==> src/rtl/booth_mul_ctrl.sv <==
// booth_mul_ctrl
// Radix-2 Booth sequencer for a signed WIDTH x WIDTH -> 2*WIDTH product.
// One add / subtract / pass per cycle through an adder that lives outside
// this block, so the processor's existing ripple-carry adder is reused.
//
// state  | meaning
// -------+--------------------------------------------------------------
// S_IDLE | waiting for start; hi/lo hold the last product
// S_RUN  | one Booth iteration per edge, WIDTH edges in total
// S_DONE | product final on hi/lo; done high for this one cycle
module booth_mul_ctrl #(
    parameter int WIDTH = 32
) (
    input  logic             clk,
    input  logic             rst_n,
    input  logic             start,
    input  logic [WIDTH-1:0] multiplicand,
    input  logic [WIDTH-1:0] multiplier,
    output logic             busy,
    output logic             done,
    output logic [WIDTH-1:0] hi,
    output logic [WIDTH-1:0] lo,
    output logic [WIDTH-1:0] add_a,
    output logic [WIDTH-1:0] add_b,
    output logic             add_cin,
    input  logic [WIDTH-1:0] add_sum,
    input  logic             add_cout
);

    localparam int CW = $clog2(WIDTH) + 1;
    localparam logic [CW-1:0] LAST_ITER = CW'(WIDTH - 1);

    typedef enum logic [1:0] {
        S_IDLE = 2'd0,
        S_RUN  = 2'd1,
        S_DONE = 2'd2
    } state_t;

    state_t          state;
    logic [WIDTH-1:0] a_reg;
    logic [WIDTH-1:0] q_reg;
    logic [WIDTH-1:0] m_reg;
    logic             q_1;
    logic [CW-1:0]    count;
    logic             busy_r;
    logic             done_r;
    logic             ext;
    logic             accept;

    assign add_a = a_reg;
    assign hi    = a_reg;
    assign lo    = q_reg;
    assign busy  = busy_r;
    assign done  = done_r;

    // start is only honoured outside RUN; operands are never re-captured mid-run
    assign accept = start && (state == S_IDLE || state == S_DONE);

    // Booth recoding of {Q[0], q_1} selects add M, subtract M or pass
    always_comb begin
        add_b   = '0;
        add_cin = 1'b0;
        if (state == S_RUN) begin
            unique case ({q_reg[0], q_1})
                2'b01: begin
                    add_b   = m_reg;
                    add_cin = 1'b0;
                end
                2'b10: begin
                    add_b   = ~m_reg;
                    add_cin = 1'b1;
                end
                default: begin
                    add_b   = '0;
                    add_cin = 1'b0;
                end
            endcase
        end
    end

    // Sign of the WIDTH+1 bit true sum; add_sum's MSB alone overflows for M = -2^(WIDTH-1)
    assign ext = a_reg[WIDTH-1] ^ add_b[WIDTH-1] ^ add_cout;

    // Sequencer: state, datapath registers and registered busy/done
    always_ff @(posedge clk) begin
        if (!rst_n) begin
            state  <= S_IDLE;
            a_reg  <= '0;
            q_reg  <= '0;
            m_reg  <= '0;
            q_1    <= 1'b0;
            count  <= '0;
            busy_r <= 1'b0;
            done_r <= 1'b0;
        end else begin
            unique case (state)
                S_IDLE, S_DONE: begin
                    done_r <= 1'b0;
                    if (accept) begin
                        m_reg  <= multiplicand;
                        q_reg  <= multiplier;
                        a_reg  <= '0;
                        q_1    <= 1'b0;
                        count  <= '0;
                        busy_r <= 1'b1;
                        state  <= S_RUN;
                    end else begin
                        busy_r <= 1'b0;
                        state  <= S_IDLE;
                    end
                end
                S_RUN: begin
                    // arithmetic shift right of {ext, sum, Q, q_1}
                    a_reg <= {ext, add_sum[WIDTH-1:1]};
                    q_reg <= {add_sum[0], q_reg[WIDTH-1:1]};
                    q_1   <= q_reg[0];
                    count <= count + CW'(1);
                    if (count == LAST_ITER) begin
                        busy_r <= 1'b0;
                        done_r <= 1'b1;
                        state  <= S_DONE;
                    end
                end
                default: begin
                    busy_r <= 1'b0;
                    done_r <= 1'b0;
                    state  <= S_IDLE;
                end
            endcase
        end
    end

endmodule

==> config.mk <==
export PLATFORM = sky130hd
export DESIGN_NAME = booth_mul_ctrl
export DESIGN_NICKNAME = d
export VERILOG_FILES = /design/src/rtl/booth_mul_ctrl.sv
export SDC_FILE = /design/constraint.sdc
export NUM_CORES = 1
export LEC_CHECK = 0
export ABC_AREA = 1
export BUFFER_PORTS_ARGS = -buffer_cell sky130_fd_sc_hd__buf_4
export CAP_MARGIN = 20
export CORE_ASPECT_RATIO = 0.9
export CORE_MARGIN = 2
export CORE_UTILIZATION = 46
export CTS_CLUSTER_SIZE = 20
export DETAILED_ROUTE_END_ITERATION = 8
export PLACE_DENSITY = 0.86
export SYNTH_ARGS = -nofsm -noshare
export SYNTH_HDL_FRONTEND = slang
export SYNTH_SLANG_ARGS = --single-unit
==> constraint.sdc <==
create_clock -name clk -period 1.52 [get_ports clk]
set_input_delay 0.304 -clock clk [delete_from_list [all_inputs] [get_ports clk]]
set_output_delay 0.304 -clock clk [all_outputs]
set_load 0.005 [all_outputs]
==> PnR_summary.wiki <==
{| class="wikitable"
! Metric !! Value
|-
| Global routing usage summed across all routing layers || 0.268
|-
| Critical Path Start Type || flip-flop
|-
| Number of search-and-repair iterations in the first detailed-routing pass || 5
|-
| Count of hold-fix buffers inserted at cts || 0
|-
| Violated checks || setup timing
|-
| Final critical-path required period || 1.82 ns
|-
| Final worst clock skew || 0.0106 ns
|-
| Total power of the final layout || 6650 uW
|-
| Total Die Area || 10,700 um2
|-
| Cell count after synthesis || 570
|-
| Worst setup EP type || output pin
|-
| Number of antenna violations at the first check in global routing || 0
|-
| Overflow left after global routing || 0
|-
| Final Net Count || 882
|-
| Register bit total from synthesis || 106
|-
| Result of the run || finished with violations
|-
| Hold violation count in the final report || 0
|-
| Net count after synthesis || 671
|-
| RSZ-0062 raised after global routing || yes
|-
| Master of the slowest instance on the critical path || sky130_fd_sc_hd__dfxtp_2
|-
| Portion of the post-synthesis area used by sequential elements || 0.465
|-
| Vias per Instance || 5.34
|-
| First-pass GRT wire length || 22,800 um
|-
| Setup Crit Path Kind || reg2out
|-
| Average wire length per cell after detail routing || 16.8 um
|-
| Overall die width || 109 um
|-
| Aggregate routed wire length || 15,300 um
|-
| CTS tree || built
|-
| Highest attainable clock frequency || 551 MHz
|-
| Placement-stage worst setup slack || -0.0699 ns
|-
| Kind of cell adding the most delay to the critical path || buffers and inverters
|-
| Die Y || 98.5 um
|-
| Dominant cells by area after synthesis || sky130_fd_sc_hd__dfxtp_1, sky130_fd_sc_hd__o21ai_0, sky130_fd_sc_hd__nand2_1
|-
| Clock network latency to the later pin of the worst-skew pair || 0.35 ns
|-
| Critical-path cell list || inv_2 -> nand2_4 -> inv_4 -> buf_12 -> buf_16 -> o21ai_4 -> a21oi_2 -> buf_4
|-
| Required arrival time at the worst endpoint || 1.22 ns
|-
| Clock transition time at the flip-flop clock pins of the worst setup and hold paths || 0.10 ns
|-
| Post-synthesis instance area || 4560 um2
|-
| Setup crit start || q_1$_SDFFE_PN0P_
|-
| Power density cells || 945 nW/um2
|-
| IR Drop Worst-Case VDD || 871 uV
|-
| Fraction of post-synthesis cell area in the top cell type by area || 0.465
|-
| Tightest Pin Transition || 0.292 ns
|-
| Post-synthesis cell type with the largest combined area || sky130_fd_sc_hd__dfxtp_1
|-
| H-Tree Level Count || 3
|-
| Reg-to-Reg Start || lo[0]$_SDFFE_PN0P_
|-
| Port Buffer Count || 230
|-
| Count of max-cap constraint violations || 0
|-
| Critical path data arrival time || 1.51 ns
|-
| Global placement routability congestion || 0.788
|-
| Rel. slew slack || 0.805
|-
| Setup total negative slack || -7.28 ns
|-
| Worst hold-check slack || 0.170 ns
|-
| Residual DRC || 0
|-
| Vias || 4,873
|-
| Number of rows in the core area || 34
|-
| Detailed placer's ending HPWL || 9730 um
|-
| Crit path largest cell delay || 0.36 ns
|-
| Residual antenna-violating net count after detailed routing || 0
|-
| Sink count of the clock tree || 106
|-
| Static power due to leakage || 0.00313 uW
|-
| Area growth syn-to-layout || 54.2%
|-
| Avg Cell Area, Syn || 8.01 um2
|-
| ANT cells || 0
|-
| Boundary Pins || 231
|-
| Core area || 9660 um2
|-
| Number of buffer and inverter stages on the critical path || 5
|-
| Starting density of the core || 0.473
|-
| Largest net degree at the start of global routing || 34
|-
| Max-slew violation count || 0
|-
| Clock tree buffer depth || 2
|-
| Fraction of layout instances using a drive strength above 1 || 0.483
|-
| Min-delay src || add_sum[27]
|-
| TritonCTS Buffers || 9
|-
| Share of the cycle needed by the critical path after routing || 1.20
|-
| DRT iter0 DRCs || 212
|-
| Buffer cell driving the clock tree root || sky130_fd_sc_hd__clkbuf_8
|-
| Via count of the first global-routing pass || 4,617
|-
| PnR worst setup slack || -0.296 ns
|-
| Final number of setup-violating endpoints || 33
|-
| Worst hold-check path type || in2reg
|-
| Synth cell types || 25
|-
| Max FO, Critical Path || 8
|-
| Syn. warnings || 0
|}
==> what timing repair did <==
item / in CTS / in global routing
gates cloned: 4 / 2
buffers inserted: 13 / 3
pin swaps: 3 / 7
endpoints found under the setup margin: 50 / 92
resized for setup: 102 / 42
==> Yosys cell counts <==
cell,instances
sky130_fd_sc_hd__ha_1,1
sky130_fd_sc_hd__a22o_1,32
sky130_fd_sc_hd__buf_6,2
sky130_fd_sc_hd__nand3_1,6
sky130_fd_sc_hd__a31oi_1,16
sky130_fd_sc_hd__nor2_1,71
sky130_fd_sc_hd__buf_12,1
sky130_fd_sc_hd__nand2_1,102
sky130_fd_sc_hd__buf_2,11
sky130_fd_sc_hd__a21oi_1,37
sky130_fd_sc_hd__dfxtp_1,106
sky130_fd_sc_hd__nand2_4,2
sky130_fd_sc_hd__buf_1,3
sky130_fd_sc_hd__nor2_4,1
sky130_fd_sc_hd__clkbuf_1,13
sky130_fd_sc_hd__a21oi_2,1
sky130_fd_sc_hd__inv_2,5
sky130_fd_sc_hd__inv_1,19
sky130_fd_sc_hd__nand2_2,11
sky130_fd_sc_hd__buf_4,40
sky130_fd_sc_hd__o22ai_1,1
sky130_fd_sc_hd__a211oi_1,1
sky130_fd_sc_hd__nand4_1,2
sky130_fd_sc_hd__a31oi_2,9
sky130_fd_sc_hd__o21ai_0,77
==> layout make-up <==
cell class / instances / area (um2)
well taps: 126 / 158
repair inverters: 1 / 11.3
fillers: 738 / 2620
inverters: 24 / 118
flip-flops and latches: 106 / 2130
multi-input cells: 370 / 2180
clock inverters: 5 / 53.8
clock buffers: 11 / 141
repair buffers: 269 / 2250
==> where the power goes <==
part	switching, uW	leakage, uW	internal [uW]
combinational	816	0.00215	911
clock	909	0.000103	803
sequential	218	0.000873	2990
==> cell usage in the layout, fill, tap and decap left out, types with 15 or more instances in the layout <==
cell,netlist,layout
sky130_fd_sc_hd__a21oi_1,37,15
sky130_fd_sc_hd__a21oi_2,1,23
sky130_fd_sc_hd__a22o_1,32,32
sky130_fd_sc_hd__a31oi_1,16,16
sky130_fd_sc_hd__buf_4,40,246
sky130_fd_sc_hd__dfxtp_1,106,102
sky130_fd_sc_hd__inv_1,19,15
sky130_fd_sc_hd__nand2_1,102,98
sky130_fd_sc_hd__nor2_1,71,70
sky130_fd_sc_hd__o21ai_0,77,46
sky130_fd_sc_hd__o21ai_2,0,25
==> metrics by stage <==
| step | instances | utilization | cell area (um2) |
|---|---|---|---|
| after CTS | 911 | 0.711 | 6870 |
| after global routing | 912 | 0.729 | 7040 |
| after global placement | 878 | 0.645 | 6230 |
| after floorplan | 570 | - | 4560 |
| after detailed placement | 878 | 0.645 | 6230 |
| final | 912 | 0.729 | 7040 |
==> cell families (layout without fill, tap and decap cells) <==
| group | after synthesis | count (layout) | synth area share |
|---|---|---|---|
| adders and majority gates | 1 | 1 | 0.00274 |
| and+or+nand+nor | 195 | 195 | 0.174 |
| buffers and inverters | 94 | 310 | 0.120 |
| DFF | 106 | 106 | 0.465 |
| AOI/OAI and AO/OA | 174 | 174 | 0.238 |
==> path summary, 6_finish.rpt <==
check	to	slack (ns)	depth (start not counted)
worst min-delay path	add_a[26]$_SDFFE_PN0P_	0.17	2
worst min register to register	lo[8]$_SDFFE_PN0P_	0.48	2
worst max register to register	add_a[31]$_SDFFE_PN0P_	-0.06	11
worst max-delay path	add_b[16]	-0.30	8
==> layer usage <==
metal	vias to the layer above	part of all wire	global-route usage
met5	-	0	0
met4	0	0.037	0.115
met3	45	0.072	0.0503
met2	219	0.51	0.469
met1	2302	0.38	0.318
li1	2307	-	-
No activity file was read; power rests on OpenSTA's default activity.
